**config.mk**
```make
export PLATFORM = sky130hd
export DESIGN_NAME = ifetch_prefetch
export DESIGN_NICKNAME = d
export VERILOG_FILES = /design/src/rtl/ifetch_prefetch.sv
export SDC_FILE = /design/constraint.sdc
export NUM_CORES = 1
export LEC_CHECK = 0
export BUFFER_PORTS_ARGS = -buffer_cell sky130_fd_sc_hd__buf_2
export CORE_MARGIN = 3
export CORE_UTILIZATION = 45
export CTS_CLUSTER_SIZE = 10
export DETAILED_ROUTE_END_ITERATION = 7
export HOLD_SLACK_MARGIN = 0.08
export PLACE_DENSITY = 0.65
export SLEW_MARGIN = 30
export SYNTH_ARGS = -nofsm -noshare
export SYNTH_HDL_FRONTEND = slang
export SYNTH_SLANG_ARGS = --single-unit
```
**constraint.sdc**
```tcl
create_clock -name clk_i -period 2.5 [get_ports clk_i]
set_clock_uncertainty 0.2 [all_clocks]
set_input_delay 0.125 -clock clk_i [delete_from_list [all_inputs] [get_ports clk_i]]
set_output_delay 0.125 -clock clk_i [all_outputs]
set_load 0.05 [all_outputs]
```
**src/rtl/ifetch_prefetch.sv**
```systemverilog
// ifetch_prefetch: instruction prefetch queue in front of a 1-cycle-latency
// instruction memory. Keeps at most one read in flight and buffers returned
// words in a small FIFO together with their fetch addresses.
//
// Ports:
//   clk_i            rising-edge clock
//   rst_n            synchronous reset, active HIGH despite the name
//   redirect_i       branch/jump taken: flush queue, reload fetch PC
//   redirect_addr_i  redirect target (low two bits ignored)
//   upg_active_i     UART programmer owns imem: hold fetch, flush, park PC
//   imem_req_o       memory read request (combinational)
//   imem_addr_o      request byte address
//   imem_rdata_i     read data, valid the cycle after a request
//   instr_valid_o    queue head valid
//   instr_ready_i    consumer accepts head
//   instr_o          head instruction
//   pc_o             head instruction address
//   level_o          queued entry count
module ifetch_prefetch #(
    parameter int unsigned        ADDR_W   = 14,
    parameter int unsigned        DATA_W   = 32,
    parameter int unsigned        DEPTH    = 4,
    parameter logic [ADDR_W-1:0]  RESET_PC = '0
) (
    input  logic                        clk_i,
    input  logic                        rst_n,
    input  logic                        redirect_i,
    input  logic [ADDR_W-1:0]           redirect_addr_i,
    input  logic                        upg_active_i,
    output logic                        imem_req_o,
    output logic [ADDR_W-1:0]           imem_addr_o,
    input  logic [DATA_W-1:0]           imem_rdata_i,
    output logic                        instr_valid_o,
    input  logic                        instr_ready_i,
    output logic [DATA_W-1:0]           instr_o,
    output logic [ADDR_W-1:0]           pc_o,
    output logic [$clog2(DEPTH):0]      level_o
);

    localparam int unsigned PTR_W = $clog2(DEPTH);
    localparam int unsigned LVL_W = PTR_W + 1;

    logic [ADDR_W-1:0] fetch_pc;
    logic [ADDR_W-1:0] flight_addr;
    logic              in_flight;
    logic [PTR_W-1:0]  rd_ptr;
    logic [PTR_W-1:0]  wr_ptr;
    logic [LVL_W-1:0]  level;
    logic [DATA_W-1:0] q_data [DEPTH];
    logic [ADDR_W-1:0] q_pc   [DEPTH];

    logic [LVL_W-1:0]  occupancy;
    logic              push;
    logic              pop;
    logic [ADDR_W-1:0] redirect_aligned;

    // Request/handshake decode. In-flight slot is reserved so a returning
    // word always has room, which makes overflow impossible.
    always_comb begin
        occupancy        = level + LVL_W'(in_flight);
        imem_req_o       = !rst_n && !upg_active_i && !redirect_i &&
                           (occupancy < LVL_W'(DEPTH));
        imem_addr_o      = fetch_pc;
        instr_valid_o    = (level != '0) && !upg_active_i;
        pop              = instr_valid_o && instr_ready_i;
        push             = in_flight && !rst_n && !upg_active_i && !redirect_i;
        redirect_aligned = redirect_addr_i & ~ADDR_W'(3);
        instr_o          = instr_valid_o ? q_data[rd_ptr] : '0;
        pc_o             = instr_valid_o ? q_pc[rd_ptr]   : '0;
        level_o          = level;
    end

    // Control state: fetch PC, in-flight tracking, queue pointers.
    always_ff @(posedge clk_i) begin
        if (rst_n) begin
            fetch_pc    <= RESET_PC;
            flight_addr <= '0;
            in_flight   <= 1'b0;
            rd_ptr      <= '0;
            wr_ptr      <= '0;
            level       <= '0;
        end else if (upg_active_i) begin
            fetch_pc    <= RESET_PC;
            in_flight   <= 1'b0;
            rd_ptr      <= '0;
            wr_ptr      <= '0;
            level       <= '0;
        end else if (redirect_i) begin
            // Any handshake this cycle is consumed by the flush itself.
            fetch_pc    <= redirect_aligned;
            in_flight   <= 1'b0;
            rd_ptr      <= '0;
            wr_ptr      <= '0;
            level       <= '0;
        end else begin
            in_flight <= imem_req_o;
            if (imem_req_o) begin
                fetch_pc    <= fetch_pc + ADDR_W'(4);
                flight_addr <= fetch_pc;
            end
            if (push) begin
                wr_ptr <= wr_ptr + PTR_W'(1);
            end
            if (pop) begin
                rd_ptr <= rd_ptr + PTR_W'(1);
            end
            level <= level + LVL_W'(push) - LVL_W'(pop);
        end
    end

    // Queue storage; contents are masked by level so no reset is needed.
    always_ff @(posedge clk_i) begin
        if (push) begin
            q_data[wr_ptr] <= imem_rdata_i;
            q_pc[wr_ptr]   <= flight_addr;
        end
    end

endmodule
```
## After elaboration in Yosys (flattened, before gate mapping)

Memory sizes are Yosys's and may differ from the RTL's. A register that Yosys moved wholly into a read port is not among the register bits.
Cells that the tools add are included.

| operators by class | value |
|---|---|
| add/subtract/negate cells | 6 |
| magnitude comparators | 1 |
| mux-type cells | 10 |
| bitwise gates (word level) | 2 |
| reductions and logical operators | 16 |

Operators by type and width:

| operator | number |
|---|---|
| 2-to-1 mux 14 bit | 3 |
| 2-to-1 mux 32 bit | 1 |
| adder 14 x 3 -> 14 bit (second input constant) | 1 |
| logical AND 1 bit | 8 |
| 2-to-1 mux 2 bit | 4 |
| adder 3 x 1 -> 3 bit | 2 |
| adder 2 x 1 -> 2 bit (second input constant) | 2 |
| logical NOT 1 bit | 3 |
| less-than comparator 3 bit (second input constant) | 1 |
| AND reduction 3 bit | 1 |
| nonzero test 3 bit | 1 |
| OR reduction 3 bit | 1 |
| subtractor 3 x 1 -> 3 bit | 1 |
| 2-to-1 mux 1 bit | 2 |
| inverter 1 bit | 2 |
| nonzero test 2 bit | 1 |
| OR reduction 2 bit | 1 |

| storage, ports and cells | value |
|---|---|
| bits in registers | 36 |
| bits in writable memories | 184 |
| input bits | 51 |
| output and inout port bits | 65 |
| memories kept | 2 |

Memories:

| memory | words | bits a word | read ports | clocked after Yosys merged registers in | write ports | line | source |
|---|---|---|---|---|---|---|---|
| q_data | 4 | 32 | 1 | 1 | 1 | 49 | `logic [DATA_W-1:0] q_data [DEPTH];` |
| q_pc | 4 | 14 | 1 | 1 | 1 | 50 | `logic [ADDR_W-1:0] q_pc [DEPTH];` |

## Longest topological paths before layout

Gate-level depths: netlist (run 1).

| logic depth | value |
|---|---|
| word-level depth | 6 |
| depth in mapped cells | 11 |

## Worst setup path after synthesis (run 1)

OpenSTA, ideal clock, no wires.

| timing path | value |
|---|---|
| kind | reg-to-reg |
| start | register level[2], in the netlist level_o[2] |
| end | register level[2], in the netlist level_o[2] |
| data arrival time | 2344 ps |
| path slack | -162 ps |
| cell stages (with the launch flop) | 12 |
| clock period less this slack | 2662 ps |
| path through | dfxtp_1 -> nor3_1 -> nor2_1 -> clkbuf_2 -> and2_1 -> ha_1 -> inv_1 -> ha_1 -> fa_1 -> xnor2_1 -> xnor2_1 -> nor2_1 |

| between the ends | value |
|---|---|
| longest elaborated chain between the ends | 4 |
| elaborated cells on any way between the ends | 5 |
| classes of those cells | add/sub (2); reduce/logical (3) |

Ends and longest elaborated chain:

| item | line | source |
|---|---|---|
| start, declared | 48 | `logic [LVL_W-1:0] level;` |
| start signal, assigned | 107 | `level <= level + LVL_W'(push) - LVL_W'(pop);` |
| nonzero test 3 bit | 64 | `instr_valid_o = (level != '0) && !upg_active_i;` |
| logical AND 1 bit | 64 |  |
| logical AND 1 bit | 65 | `pop = instr_valid_o && instr_ready_i;` |
| named net pop | 54 | `logic pop;` |
| subtractor 3 x 1 -> 3 bit | 107 |  |

The timed path passes the listed nets, and every way through them passes these cells.
A chain may end at the register's enable or synchronous reset.

## Worst setup path in the final report (run 1)

| timing path | value |
|---|---|
| start | register in_flight |
| end | register fetch_pc[13], in the netlist imem_addr_o[13] |

| between the ends | value |
|---|---|
| longest elaborated chain between the ends | 4 |

Ends and longest elaborated chain:

| item | line | source |
|---|---|---|
| start, declared | 45 | `logic in_flight;` |
| start signal, assigned | 96 | `in_flight <= imem_req_o;` |
| adder 3 x 1 -> 3 bit | 60 | `occupancy = level + LVL_W'(in_flight);` |
| less-than comparator 3 bit | 62 | `(occupancy < LVL_W'(DEPTH));` |
| logical AND 1 bit | 61 | `imem_req_o = !rst_n && !upg_active_i && !redirect_i &&` |
| nonzero test 2 bit (no line) | -- |  |
| end signal, assigned | 90 | `fetch_pc <= redirect_aligned;` |
| end signal, assigned | 98 | `fetch_pc <= fetch_pc + ADDR_W'(4);` |
| end, declared | 43 | `logic [ADDR_W-1:0] fetch_pc;` |

No other way between the ends.

==> impl_metrics.tcl, run 1 <==
set metrics [dict create \
    status "complete, no violations" \
    finalCritPeriodShare_pct 94.30 \
    synthFlopType "edfxtp_1" \
    viasPerCell 5.142 \
    first_iter_violations 192 \
    critPathMaxFanout 13 \
    synth_xor_area_share_pct 1.686 \
    synth_mux_area_share_pct 12.28 \
    crit_required_ns 2.74 \
    clockPowerShare_pct 42.9 \
    grt_pass1_wl_microns 25810 \
    hp-class "in2reg" \
    synth-compound-area-share_pct 2.279 \
    layout_commonest_cell "edfxtp_1" \
    yosysSeqAreaShare_pct 72.44 \
    first_global_vias 4981 \
    mostFrequentLayoutCells "edfxtp_1 (176), buf_2 (109), dlygate4sd3_1 (61)" \
    syn_inst 463 \
    crit_path_end_kind "flip-flop" \
    crit_path_start_kind "flip-flop" \
    clockBufferDepth 3 \
    cts_tree "yes" \
    sw_frac_of_total_pct 19.18 \
    seq_power_share_pct 53.6 \
    start_util_pct 46.80 \
    gr-usage-all-layers_pct 16.28 \
    dr_total_vias 4556 \
    switchingPower_w 0.001363 \
    gp_congestion 0.7195 \
    fin_hold_ws_ns 0.1341 \
    clock_sinks 210 \
    ios 116 \
    synth_seq_cells 210 \
    ys_async_sr_fraction_pct 0 \
    synth-simple-area-share_pct 7.566 \
    gr-total-overflow 0 \
    die_y_microns 141.3 \
    cap_violations 0 \
    syn_avg_cell_area_sq_um 17.79 \
    layout-drive-gt1-share_pct 32.83 \
    power.internal_w 0.005745 \
    synth_top_family_by_area "multiplexers" \
    synth-edff-count 176 \
    synth_fa_ha_area_share_pct 1.307 \
    min_period_ns 2.357 \
    dieArea_sq_um 19960 \
    clkTransAtPathRegs_ns 0.06 \
    comb_power_share_pct 3.5 \
    fin_nets 712 \
    crit_type "reg2reg" \
    clk_latency_ns 0.49 \
    fmax_ghz 0.4242 \
    crit_arrival_ns 2.60 \
    p_per_area_nw_per_um2 679.8 \
    core_sq_um 17600 \
    rsz0062_at_grt "false" \
    die_w_microns 141.3 \
    dpl.hpwl_microns 9029 \
    setup_viol 0 \
    leakage_nw 3.734 \
    portBuffers 109 \
    finalSetupTns_ns 0 \
    drc 0 \
    maxSlewHeadroom_pct 49.93 \
    cts_made_buffers 25 \
    cts_root_buffer "clkbuf_16" \
    wl_per_cell_microns 17.89 \
    syn_area_sq_um 8235 \
    first_pass_iters 5 \
    area_delta_synth_final_pct 26.97 \
    worstMarginPinSlew_ns 0.7484 \
    finalWirelength_microns 15850 \
    hold_viol 0 \
    slew_violations 0 \
    postRouteAntennaNets 0 \
    placementRows 48 \
    antenna_found_initial 0 \
    diodes 0 \
    yosys_warnings 0 \
    grt_max_degree 47 \
    ir_drop_mv 0.4895 \
    h-tree-depth 1 \
    yosysUniqueCellTypes 41 \
]
-- worst paths after layout --
path / start / end / cells past startpoint / slack [ns]
worst max-delay path: in_flight$_SDFF_PP0_ / imem_addr_o[13]$_SDFFE_PP0P_ / 8 / 0.14
worst min-delay path: redirect_i / in_flight$_SDFF_PP0_ / 5 / 0.13
worst max register to register: in_flight$_SDFF_PP0_ / imem_addr_o[13]$_SDFFE_PP0P_ / 8 / 0.14
worst min register to register: imem_addr_o[7]$_SDFFE_PP0P_ / flight_addr[7]$_SDFFE_PP0P_ / 2 / 0.30
-- cells by family (layout without fill, tap and decap cells) --
kind of cell / count (synthesis) / count (layout)
xor+xnor: 15 / 15
other cells: 1 / 4
fa+ha+maj: 8 / 8
compound gates: 35 / 35
flops: 210 / 210
buf+inv: 36 / 231
mux: 46 / 46
simple gates: 112 / 112
-- stage by stage --
stage | utilization, % | instance area (sq um) | setup WS, ns | instances | power, W
after floorplan | - | 8255 | 0.01302 | 466 | 0.003979
after global placement | 51.85 | 9124 | 0.08716 | 787 | 0.004048
after detailed placement | 51.85 | 9124 | 0.02054 | 787 | 0.004056
after CTS | 59.30 | 10440 | 0.003306 | 886 | 0.007188
after global routing | 59.42 | 10460 | 0.02443 | 886 | 0.007349
final | 59.42 | 10460 | 0.1426 | 886 | 0.007108
-- per-layer routing --
| layer | wire [microns] | global-route usage [%] |
|---|---|---|
| met1 | 6672 | 20.57 |
| met2 | 8209 | 29.27 |
| met3 | 696 | 3.067 |
| met4 | 267 | 3.723 |
| met5 | 0 | 0 |
-- power by group through the flow --
| stage | combinational (W) | clock (W) | sequential [W] |
|---|---|---|---|
| after floorplan | 0.0000694 | 0 | 0.00391 |
| final | 0.000249 | 0.00305 | 0.00381 |
| after global placement | 0.000166 | 0 | 0.00388 |
| after detailed placement | 0.000172 | 0 | 0.00388 |
| after global routing | 0.000269 | 0.00327 | 0.00381 |
| after CTS | 0.000247 | 0.00313 | 0.00381 |
-- final cells by class --
type | instances | area (sq um)
Clock buffer | 34 | 669.4
Inverter | 9 | 33.78
Sequential cell | 210 | 5979
Timing Repair Buffer | 187 | 1371
Clock inverter | 1 | 8.758
Fill cell | 1343 | 7141
Multi-Input combinational cell | 220 | 2112
Tap cell | 225 | 281.5
-- state kept, by name (all words and copies together) (netlist names), named ones only --
name and cells:
level_o 3, wr_ptr 2, imem_addr_o 12, in_flight 1
rd_ptr 2, flight_addr 12, q_pc 48, q_data 128
-- critical path, cell delays in order, from the launching register on --
cell and delay [ns]:
dfxtp_1 0.33, buf_4 0.15, nand3_2 0.09, xor2_2 0.17, buf_4 0.19, and2_1 0.17
a311o_1 0.32, a31oi_1 0.13, dlygate4sd3_1 0.56
-- repair_timing --
item	in CTS	in global routing
endpoints found under the setup margin	31	1
hold endpoints to repair	161	0
pin swaps	0	0
hold buffers	61	0
buffers inserted	3	0
gates resized for setup	0	4
-- synth_stat cells (2+ instances only) --
cell | n | area [sq um]
clkbuf_2 | 2 | 10.01
xor2_1 | 8 | 70.07
nand4_1 | 7 | 43.79
buf_6 | 2 | 22.52
buf_4 | 9 | 67.56
and2_1 | 48 | 300.3
dfxtp_1 | 34 | 680.7
ha_1 | 7 | 87.58
nor2_1 | 8 | 30.03
mux2i_1 | 2 | 20.02
o21ai_0 | 10 | 50.05
inv_1 | 8 | 30.03
xnor2_1 | 6 | 52.55
nand2_1 | 29 | 108.9
a31oi_1 | 2 | 12.51
mux4_2 | 44 | 991.0
buf_2 | 2 | 10.01
a21oi_1 | 21 | 105.1
and3_2 | 4 | 30.03
and3_1 | 4 | 25.02
buf_1 | 4 | 15.01
nand3_1 | 3 | 15.01
edfxtp_1 | 176 | 5285
clkbuf_1 | 6 | 22.52
Note: power is estimated with default switching activity, not from simulation.
==> run 2, diff against run 1 <==
--- a/config.mk
+++ b/config.mk
@@ -5,13 +5,14 @@
 export SDC_FILE = /design/constraint.sdc
 export NUM_CORES = 1
 export LEC_CHECK = 0
+export ABC_AREA = 1
 export BUFFER_PORTS_ARGS = -buffer_cell sky130_fd_sc_hd__buf_2
 export CORE_MARGIN = 3
 export CORE_UTILIZATION = 45
 export CTS_CLUSTER_SIZE = 10
 export DETAILED_ROUTE_END_ITERATION = 7
 export HOLD_SLACK_MARGIN = 0.08
-export PLACE_DENSITY = 0.65
+export PLACE_DENSITY = 0.64
 export SLEW_MARGIN = 30
 export SYNTH_ARGS = -nofsm -noshare
 export SYNTH_HDL_FRONTEND = slang
==> run 2 against run 1 <==
Final cell count rose by 37%. Fmax fell by 0.24%. Sequential share of layout area fell by 2.6 points. Critical path type is now reg2out. Total power rose by 1.9%. Highest routed layer unchanged. Non-clock buffer count rose by 6. Area after synthesis rose by 5.0%. Via count rose by 34%. Sequential power barely moved.
==> impl_metrics.tcl, run 2 <==
set metrics [dict create \
    status "complete, no violations" \
    synth-edff-count 176 \
    synthFlopType "edfxtp_1" \
    gr-usage-all-layers_pct 17.88 \
    design_area_sq_um 10930 \
    clockPowerShare_pct 43.3 \
    multi_input_area_sq_um 2327 \
    regArea_sq_um 5968 \
    wl_per_cell_microns 15.62 \
    antenna_found_initial 0 \
    first_pass_iters 4 \
    dpl.hpwl_microns 10090 \
    placementRows 50 \
    ios 116 \
    diodes 0 \
    h-tree-depth 1 \
    clockBufferDepth 3 \
    maxSlewHeadroom_pct 59.98 \
    sw_frac_of_total_pct 19.39 \
    core_sq_um 18770 \
    seq_power_share_pct 52.9 \
    portBuffers 109 \
    cts_tree "yes" \
    gp_congestion 0.8320 \
    final.setup.worst_slack_ns 0.1370 \
    crit_type "reg2out" \
    yosys_warnings 0 \
    fmax_ghz 0.4232 \
    die_y_microns 144.6 \
    worstMarginPinSlew_ns 0.6003 \
    hold_viol 0 \
    stdcell_count 1210 \
    clock_sinks 210 \
    synth_top_area_cell "edfxtp_1" \
    fill_cells 1517 \
    hp-class "in2reg" \
    crit_required_ns 2.17 \
    min_period_ns 2.363 \
    finalCritPeriodShare_pct 94.52 \
    power.internal_w 0.005837 \
    slew_violations 0 \
    top_register "q_data" \
    synthTopCellsByArea "edfxtp_1 (61%), nor2_1 (9.1%), dfxtp_1 (7.9%)" \
    finalSetupTns_ns 0 \
    grt_pass1_wl_microns 29300 \
    syn_area_sq_um 8648 \
    dp_slack_ns 0.3974 \
    biggestRegsByFlops "q_data: 128 flops, q_pc: 48 flops" \
    leakage_nw 4.191 \
    cts_made_buffers 25 \
    clk_latency_ns 0.50 \
    fin_nets 1025 \
    syn_avg_cell_area_sq_um 11.02 \
    postRouteAntennaNets 0 \
    place_inst 1103 \
    dieArea_sq_um 20920 \
    clkTransAtPathRegs_ns 0.05 \
    synth_seq_cells 210 \
    rsz0062_at_grt "false" \
    grt_max_degree 89 \
    first_iter_violations 293 \
    drc 0 \
    cts_root_buffer "clkbuf_16" \
    comb_power_share_pct 3.8 \
    syn_inst 785 \
    critPathMaxFanout 44 \
    ir_drop_mv 0.4529 \
    yosysUniqueCellTypes 32 \
    gr-total-overflow 0 \
    start_util_pct 46.08 \
    yosysTopAreaCellShare_pct 61.11 \
    post_cts_buffers 0 \
    dpl_cell_area_sq_um 9485 \
    finalWirelength_microns 18900 \
    switchingPower_w 0.001404 \
    crit_arrival_ns 2.04 \
    ys_async_sr_fraction_pct 0 \
    cap_violations 0 \
    layout-drive-gt1-share_pct 18.75 \
    dr_total_vias 6086 \
    p_per_area_nw_per_um2 662.5 \
    yosysSeqAreaShare_pct 68.98 \
    setup_viol 0 \
    largest_reg_flops 128 \
    first_global_vias 5886 \
    die_w_microns 144.6 \
    mostFrequentLayoutCells "nor2_1 (206), edfxtp_1 (176), buf_2 (107)" \
    crit_path_end_kind "output port" \
    layout_commonest_cell "nor2_1" \
    synthTopCellsByCount "nor2_1 (210), edfxtp_1 (176), o21ai_0 (89), nand2_1 (65), a21oi_1 (55)" \
    area_delta_synth_final_pct 26.37 \
    crit_path_start_kind "flip-flop" \
    viasPerCell 5.030 \
    yosysMostFrequentCell "nor2_1" \
]
run 2: logic make-up after synthesis:
family / count (synthesis) / synth area share [%]
and+or+nand+nor: 309 / 14.53
DFF: 210 / 68.98
AOI/OAI and AO/OA: 171 / 10.32
buffers and inverters: 83 / 4.586
adders and majority gates: 8 / 1.244
xor gates and xnor gates: 3 / 0.3039
other: 1 / 0.04336
run 2: critical path, cell delays in order, from the launching register on:
cell,delay (ns)
dfxtp_2,0.45
buf_16,0.26
nor2_1,0.08
nor2_1,0.08
o21ai_0,0.09
a21oi_1,0.26
buf_2,0.32
run 2: path summary, 6_finish.rpt:
check	startpoint	to	slack (ns)	depth (start not counted)
setup / recovery	flip-flop	pc_o[11]	0.14	6
hold / removal	imem_rdata_i[12]	q_data[2][12]$_DFFE_PP_	0.17	2
setup reg to reg	in_flight$_SDFF_PP0_	imem_addr_o[9]$_SDFFE_PP0P_	0.17	9
hold reg to reg	rd_ptr[1]$_SDFFE_PP0P_	flip-flop	0.26	2
run 2: final cells by class:
class | instances | area share, %
sequential | 210 | 54.61
inverter | 41 | 1.500
multi-input combinational | 495 | 21.29
tap | 234 | 2.679
clock buffer | 35 | 6.354
clock inverter | 2 | 0.1145
timing repair buffer | 193 | 13.45
run 2: power groups by stage:
| stage | logic (W) | clock network (W) | registers [W] |
|---|---|---|---|
| 6_report | 0.000272 | 0.00313 | 0.00383 |
| 2_1_floorplan | 0.0000983 | 0 | 0.00392 |
| 4_1_cts | 0.000271 | 0.00322 | 0.00383 |
| 3_5_place_dp | 0.000192 | 0 | 0.00390 |
| 3_3_place_gp | 0.000189 | 0 | 0.00390 |
| 5_1_grt | 0.000298 | 0.00338 | 0.00383 |
run 2: layer usage:
layer / vias up / track usage, % / part of all wire, %
li1: 3044 / - / -
met1: 2853 / 23.21 / 45
met2: 159 / 30.97 / 48
met3: 30 / 3.108 / 5.0
met4: 0 / 5.155 / 2.2
met5: - / 0 / 0
run 2: timing repair:
item | in CTS | in global routing
hold endpoints to repair | 162 | 0
hold buffers | 69 | 0
gates cloned | 0 | 1
gates resized for setup | 1 | 6
endpoints found under the setup margin | 1 | 7
run 2: metrics by stage:
step	power, W	utilization, %	hold slack [ns]
5_1_grt	0.007511	58.23	0.1593
4_1_cts	0.007320	58.00	0.1493
2_1_floorplan	0.004017	-	-0.005934
3_3_place_gp	0.004092	50.54	0.1108
6_report	0.007240	58.23	0.1735
3_5_place_dp	0.004095	50.54	0.1184
